### src/rtl/relax_osc_counter_if.sv
// Bus between a relaxation-oscillator frequency counter and its controller.
// The master drives the comparator and the measurement requests; the slave returns the result and the capacitor control.
interface relax_osc_counter_if #(
    parameter int CNT_W = 8,
    parameter int NCAP  = 2,
    parameter int WIN_W = 10
);
    logic             cmp;
    logic             start;
    logic [WIN_W-1:0] win_len;
    logic             ack;
    logic [NCAP-1:0]  sel_cap;
    logic             rst_out;
    logic [CNT_W-1:0] count;
    logic             valid;
    logic             busy;
    logic             ovf;

    modport master (
        output cmp, start, win_len, ack,
        input  sel_cap, rst_out, count, valid, busy, ovf
    );

    modport slave (
        input  cmp, start, win_len, ack,
        output sel_cap, rst_out, count, valid, busy, ovf
    );
endinterface

### src/rtl/relax_osc_counter.sv
// Relaxation-oscillator period counter: counts comparator edges over a clk window and ping-pongs the capacitors.
// Define RELAX_OSC_CNT_SAT_EN to make the count saturate; otherwise it wraps. In both builds ovf is sticky.
module relax_osc_counter #(
    parameter int CNT_W = 8,
    parameter int NCAP  = 2,
    parameter int WIN_W = 10
) (
    input logic              clk,
    input logic              rst,
    relax_osc_counter_if.slave bus
);
    typedef enum logic [1:0] {
        IDLE    = 2'd0,
        MEASURE = 2'd1,
        DONE    = 2'd2
    } state_t;

    state_t           state_q, state_d;
    logic [2:0]       sync_q, sync_d;
    logic [NCAP-1:0]  sel_q, sel_d;
    logic             rot_q, rot_d;
    logic             rst_out_q, rst_out_d;
    logic [CNT_W-1:0] count_q, count_d;
    logic             ovf_q, ovf_d;
    logic [WIN_W-1:0] win_q, win_d;
    logic             cmp_edge;
    logic             load;

    // sync_q[1:0] is the two-flop synchronizer; sync_q[2] is the edge-detect delay.
    assign cmp_edge = sync_q[1] & ~sync_q[2];

    always_comb begin
        state_d   = state_q;
        sync_d    = {sync_q[1:0], bus.cmp};
        sel_d     = sel_q;
        rot_d     = cmp_edge;
        rst_out_d = rot_q;
        count_d   = count_q;
        ovf_d     = ovf_q;
        win_d     = win_q;
        load      = 1'b0;

        if (cmp_edge) begin
            sel_d = {sel_q[NCAP-2:0], sel_q[NCAP-1]};
        end

        case (state_q)
            IDLE: begin
                load = bus.start;
            end
            MEASURE: begin
                win_d = win_q - WIN_W'(1);
                if (cmp_edge) begin
`ifdef RELAX_OSC_CNT_SAT_EN
                    if (count_q == '1) begin
                        ovf_d = 1'b1;
                    end else begin
                        count_d = count_q + CNT_W'(1);
                    end
`else
                    count_d = count_q + CNT_W'(1);
                    if (count_q == '1) begin
                        ovf_d = 1'b1;
                    end
`endif
                end
                if (win_q == WIN_W'(1)) begin
                    state_d = DONE;
                end
            end
            DONE: begin
                if (bus.ack) begin
                    state_d = IDLE;
                    load    = bus.start;
                end
            end
            default: begin
                state_d = IDLE;
            end
        endcase

        // A zero-length window skips MEASURE and presents an empty result.
        if (load) begin
            win_d   = bus.win_len;
            count_d = '0;
            ovf_d   = 1'b0;
            state_d = (bus.win_len != '0) ? MEASURE : DONE;
        end
    end

    always_ff @(posedge clk or posedge rst) begin
        if (rst) begin
            state_q   <= IDLE;
            sync_q    <= '0;
            sel_q     <= NCAP'(1);
            rot_q     <= 1'b0;
            rst_out_q <= 1'b0;
            count_q   <= '0;
            ovf_q     <= 1'b0;
            win_q     <= '0;
        end else begin
            state_q   <= state_d;
            sync_q    <= sync_d;
            sel_q     <= sel_d;
            rot_q     <= rot_d;
            rst_out_q <= rst_out_d;
            count_q   <= count_d;
            ovf_q     <= ovf_d;
            win_q     <= win_d;
        end
    end

    assign bus.sel_cap = sel_q;
    assign bus.rst_out = rst_out_q;
    assign bus.count   = count_q;
    assign bus.ovf     = ovf_q;
    assign bus.valid   = (state_q == DONE);
    assign bus.busy    = (state_q == MEASURE);
endmodule

### src/flat_wrapper.sv
// flat-port wrapper written by rule: the top's interface ports become plain ports
module relax_osc_counter_flat 
#(
    parameter int CNT_W = 8,
    parameter int NCAP  = 2,
    parameter int WIN_W = 10
)
  (clk, rst, bus_cmp, bus_start, bus_win_len, bus_ack, bus_sel_cap, bus_rst_out, bus_count, bus_valid, bus_busy, bus_ovf);
  relax_osc_counter_if #(.CNT_W(CNT_W), .NCAP(NCAP), .WIN_W(WIN_W)) bus_i ();
  input logic clk;
  input logic rst;
  input wire logic [$bits(bus_i.cmp)-1:0] bus_cmp;
  input wire logic [$bits(bus_i.start)-1:0] bus_start;
  input wire logic [$bits(bus_i.win_len)-1:0] bus_win_len;
  input wire logic [$bits(bus_i.ack)-1:0] bus_ack;
  output wire logic [$bits(bus_i.sel_cap)-1:0] bus_sel_cap;
  output wire logic [$bits(bus_i.rst_out)-1:0] bus_rst_out;
  output wire logic [$bits(bus_i.count)-1:0] bus_count;
  output wire logic [$bits(bus_i.valid)-1:0] bus_valid;
  output wire logic [$bits(bus_i.busy)-1:0] bus_busy;
  output wire logic [$bits(bus_i.ovf)-1:0] bus_ovf;
  assign bus_i.cmp = bus_cmp;
  assign bus_i.start = bus_start;
  assign bus_i.win_len = bus_win_len;
  assign bus_i.ack = bus_ack;
  assign bus_sel_cap = bus_i.sel_cap;
  assign bus_rst_out = bus_i.rst_out;
  assign bus_count = bus_i.count;
  assign bus_valid = bus_i.valid;
  assign bus_busy = bus_i.busy;
  assign bus_ovf = bus_i.ovf;
  relax_osc_counter #(.CNT_W(CNT_W), .NCAP(NCAP), .WIN_W(WIN_W)) u_core (.clk(clk), .rst(rst), .bus(bus_i));
endmodule
### config.mk
export PLATFORM = sky130hd
export DESIGN_NAME = relax_osc_counter_flat
export DESIGN_NICKNAME = d
export VERILOG_FILES = /design/src/rtl/relax_osc_counter_if.sv /design/src/rtl/relax_osc_counter.sv /design/src/flat_wrapper.sv
export SDC_FILE = /design/constraint.sdc
export NUM_CORES = 1
export LEC_CHECK = 0
export BUFFER_PORTS_ARGS = -buffer_cell sky130_fd_sc_hd__buf_4
export CAP_MARGIN = 20
export CORE_ASPECT_RATIO = 2
export CORE_MARGIN = 2
export CORE_UTILIZATION = 35
export CTS_BUF_LIST = sky130_fd_sc_hd__clkbuf_4
export DETAILED_ROUTE_END_ITERATION = 10
export PLACE_DENSITY = 0.56
export SETUP_SLACK_MARGIN = 0.1
export SLEW_MARGIN = 20
export SYNTH_ARGS = -nofsm -noshare
export SYNTH_HDL_FRONTEND = slang
export SYNTH_SLANG_ARGS = --single-unit
### constraint.sdc
create_clock -name clk -period 1.9 [get_ports clk]
set_input_delay 0.38 -clock clk [delete_from_list [all_inputs] [get_ports clk]]
set_output_delay 0.38 -clock clk [all_outputs]
set_load 0.01 [all_outputs]
[Word-level counts from Yosys, hierarchy flattened]
Cells that the tools add are included.
Cells by class
  $add $sub $neg: 2
  multiply operators: 0
  divide/modulo/power cells: 0
  $lt $le $gt $ge: 0
  eq/ne operators: 7
  shift-type cells: 0
  multiplexer cells: 16
  bitwise operators: 2
  reduce and logical (&&, ||, !) cells: 8
Operators by type and width (number)
  8-bit two-way mux: 3
  10-bit two-way mux: 2
  10-bit by 1-bit equality test with 1-bit output, second input constant: 1
  10-bit nonzero test: 1
  10-bit by 1-bit subtractor with 10-bit output, second input constant: 1
  8-bit by 1-bit adder with 8-bit output, second input constant: 1
  8-bit equality test, second input constant: 1
  2-bit two-way mux: 4
  2-bit case mux with 3 select lines: 1
  3-bit AND reduction: 2
  2-bit nonzero test: 3
  1-bit two-way mux: 5
  3-bit by 1-bit inequality test with 1-bit output, second input constant: 1
  3-bit by 2-bit inequality test with 1-bit output, second input constant: 1
  2-bit by 1-bit equality test with 1-bit output, second input constant: 1
  2-bit equality test, second input constant: 1
  2-bit logical NOT: 1
  2-bit by 1-bit inequality test with 1-bit output, second input constant: 1
  1-bit case mux with 2 select lines: 1
  2-bit AND reduction: 1
  1-bit AND: 1
  1-bit inverter: 1
Word-level totals
  flip-flop bits (word level): 28
  bits in latches: 0
  memory bits (writable): 0
  bits in read-only memories: 0
  input port bits: 15
  output and inout port bits: 14
  memories kept: 0

[Depth between registers and ports, before layout]
  depth after elaboration: 5
  gate-level depth with buffers: 6

[Worst setup path before layout]
No wires, ideal clock.
  kind: reg2reg
  start point: register u_core.win_q[5]
  end point: register u_core.state_q[0]
  arrival: 1.350 ns
  slack: 0.432 ns
  stages on the path, launching flop included: 5
  clock period less this slack: 1.468 ns
  cells stage by stage: dfrtp_1 -> or4_4 -> nor3b_2 -> a21oi_1 -> a21o_1
Between the ends
  cells in the longest elaborated chain, start to end: 3
RTL lines
  from (decl): line relax_osc_counter.sv:25  | logic [WIN_W-1:0] win_q, win_d;
  from (signal assigned): line relax_osc_counter.sv:109  | win_q <= win_d;
  10-bit by 1-bit equality test with 1-bit output: line relax_osc_counter.sv:67  | if (win_q == WIN_W'(1)) begin
  3-bit by 1-bit inequality test with 1-bit output (no line)
  3-bit AND reduction (no line)
  to (signal assigned): line relax_osc_counter.sv:102  | state_q <= state_d;
  to (decl): line relax_osc_counter.sv:18  | state_t state_q, state_d;
Every way passes these cells.
A chain may end at the register's enable or synchronous reset.

[Worst setup path after layout]
  start point: register u_core.state_q[1]
  end point: output port bus_busy
Between the ends
  cells in the longest elaborated chain, start to end: 1
RTL lines
  2-bit by 1-bit equality test with 1-bit output: line relax_osc_counter.sv:118  | assign bus.busy = (state_q == MEASURE);
  to (decl): line flat_wrapper.sv:20  | output wire logic [$bits(bus_i.busy)-1:0] bus_busy;
Every way passes these cells.

==> results.json <==
{
  "end_kind": "output pin",
  "totalWireLength_mm": 3.05,
  "ioPinCount": 29,
  "die_x_microns": 48.1,
  "fin_cells": 214,
  "first_global_vias": 1058,
  "crit_type": "flop to output pin",
  "grt.overflow.total": 0,
  "power_density_mw_per_mm2": 1230,
  "initial_core_util_pct": 35.9,
  "slew_headroom_pct": 66.0,
  "syn2layout_area_growth_pct": 23.4,
  "cp.required_ns": 1.52,
  "syn-num-nets": 150,
  "setup-tns-final_ns": 0,
  "synth_top_area_cell": "dfrtp_1",
  "yosys_warnings": 0,
  "hpwl_mm": 2.25,
  "final.setup_skew_ns": 0.0162,
  "diodes": 0,
  "vias": 1079,
  "fmax_mhz": 619,
  "ant_nets": 0,
  "cp.depth": 3,
  "route.met3.wl_microns": 120,
  "wl_per_cell_microns": 14.2,
  "synth_area_per_cell_sq_um": 10.3,
  "core.rowCount": 32,
  "final_util_pct": 44.2,
  "clockBufferDepth": 2,
  "fp.dieH_microns": 92.3,
  "cp_slowest_cell": "dfrtp_1",
  "drt-met1-wl_mm": 1.31,
  "critPathMaxFanout": 9,
  "status": "finished clean",
  "critPathBufInv": 2,
  "gp_congestion": 0.829,
  "hold_viol": 0,
  "arrival_ns": 1.23,
  "netlist_instances": 132,
  "ys_ff_latch": 28,
  "period_minus_slack_ns": 1.61,
  "hold_class": "primary input to asynchronous set/reset pin",
  "clock-sinks": 28,
  "dieArea_sq_mm": 0.00444,
  "setup_viol": 0,
  "drtIter0Drc": 17,
  "drc": 0,
  "final_cell_area_sq_mm": 0.00168,
  "synth_cell_types": 39,
  "core_sq_mm": 0.00380,
  "syn_area_sq_mm": 0.00136,
  "slowest_delay_ns": 0.46,
  "dpl_cell_area_sq_mm": 0.00164,
  "irDropWorstVdd_uv": 704,
  "clk_latency_ns": 0.32,
  "grt_max_degree": 29,
  "rr_worst_depth": 4,
  "place_inst": 210,
  "cts-root-buf": "clkbuf_4",
  "numCtsBuffers": 3,
  "rsz0062_at_grt": "no",
  "firstDrtPassIters": 4,
  "start_kind": "flop",
  "synth_top_area_share_pct": 49.5,
  "grt_pass1_wl_mm": 4.97,
  "critPathTopFamily": "flip-flops",
  "cts_tree": "done",
  "synth_area_leaders": "dfrtp_1 50%, nor2_1 4.4%, xor2_1 3.9%",
  "route.met2.wl_mm": 1.60,
  "grt_use_total_pct": 15.1,
  "post_drt_via_cell_ratio": 5.04,
  "h-tree-depth": 1,
  "tightestPinTransition_ns": 0.507,
  "num-nets-final": 182,
  "final_max_slew_viol_count": 0,
  "period_share_pct": 85.0,
  "antenna_found_initial": 0,
  "path_clk_slew_ns": 0.15,
  "drive_gt1_share_pct": 28.2,
  "final_common_cell": "buf_4",
  "final_cell_mix": "31 x buf_4, 27 x dfrtp_1, 16 x nor2_1",
  "max_cap_viol_count": 0,
  "highest_layer": "met4",
  "cp_cell_sequence": "nand2b_4 > inv_4 > buf_4",
  "p_leak_uw": 0.000771,
  "portBuffers": 28,
  "ys_seq_area_share_pct": 51.5
}
## final timing paths
| path | start | to | slack [ns] |
|---|---|---|---|
| max reg2reg | u_core.win_q[5] | u_core.state_q[0] | 0.33 |
| max | u_core.state_q[1] | bus_busy | 0.29 |
| min reg2reg | u_core.rot_q | u_core.bus.rst_out | 0.37 |
| min in group clk | bus_cmp | u_core.sync_q[0] | 0.17 |
| max in group asynchronous | rst | u_core.bus.sel_cap[0] | 1.47 |
| min | rst | u_core.win_q[3] | 0.11 |
## metal layers
layer	vias to the layer above	track usage, %
met5	-	0
met4	0	4.73
met3	2	2.17
li1	535	-
met1	523	20.5
met2	19	23.9
## state kept, by name (all words and copies together), names as in the netlist
register,flops
u_core.win_q,10
u_core.bus.count,8
u_core.sync_q,3
u_core.rot_q,1
u_core.bus.sel_cap,2
u_core.state_q,2
u_core.bus.ovf,1
u_core.bus.rst_out,1
## cell usage after synthesis, drive strengths merged
library cell	instances
a21o	2
nand4	4
nand4b	1
nand2	8
o311ai	2
ha	3
a32oi	1
and2	1
dfstp	1
a221o	4
nor4b	1
or4	1
xor2	6
o21ai	9
nor2	16
buf	3
mux2	2
nor2b	2
nor3b	1
nor4bb	1
inv	6
clkbuf	1
nor3	3
nor4	2
a21oi	2
and3	3
o21a	1
nand2b	1
and4	1
a31oi	1
o211ai	2
nand3	10
mux2i	2
xnor2	1
dfrtp	27
## report_power, final
group | total, uW | switching (uW) | internal, uW
sequential | 988 | 221 | 767
clock | 259 | 162 | 96.3
combinational | 829 | 419 | 410
total | 2070 | 802 | 1270
## worst register-to-register path, delay by kind of cell (launching register included)
family | cells | cell delay (ns)
AND/OR/NAND/NOR | 2 | 0.77
flip-flops | 1 | 0.46
AO/OA/AOI/OAI | 2 | 0.25
## through the flow
step	setup slack (ns)	hold WS, ns	total power, uW
3_5_place_dp	0.277	0.339	1810
5_1_grt	0.192	0.102	2260
3_3_place_gp	0.358	0.335	1790
4_1_cts	0.146	0.104	2090
2_1_floorplan	0.432	0.331	1530
6_report	0.285	0.110	2070
## repair_timing
| item | in CTS | in global routing |
|---|---|---|
| gates resized for setup | 1 | 3 |
| buffers inserted | 0 | 0 |
| hold buffers | 0 | 0 |
| setup endpoints to repair | 1 | 2 |
## cell families (layout without fill, tap and decap cells)
kind of cell / after synthesis / in the layout / synth area share (%)
compound gates: 24 / 24 / 12.2
xor+xnor: 7 / 7 / 4.50
fa+ha+maj: 3 / 3 / 2.75
buf+inv: 10 / 41 / 3.39
flops: 28 / 28 / 51.5
mux: 4 / 4 / 3.12
simple gates: 56 / 56 / 22.6
## layout make-up
class                   instances  area [sq um]
flip-flops and latches         28           702
inverters                       6          25.0
repair buffers                 31           233
fillers                       382          2120
well taps                      51          63.8
multi-input cells              94           629
clock buffers                   4          30.0
No activity file was read; power rests on OpenSTA's default activity.
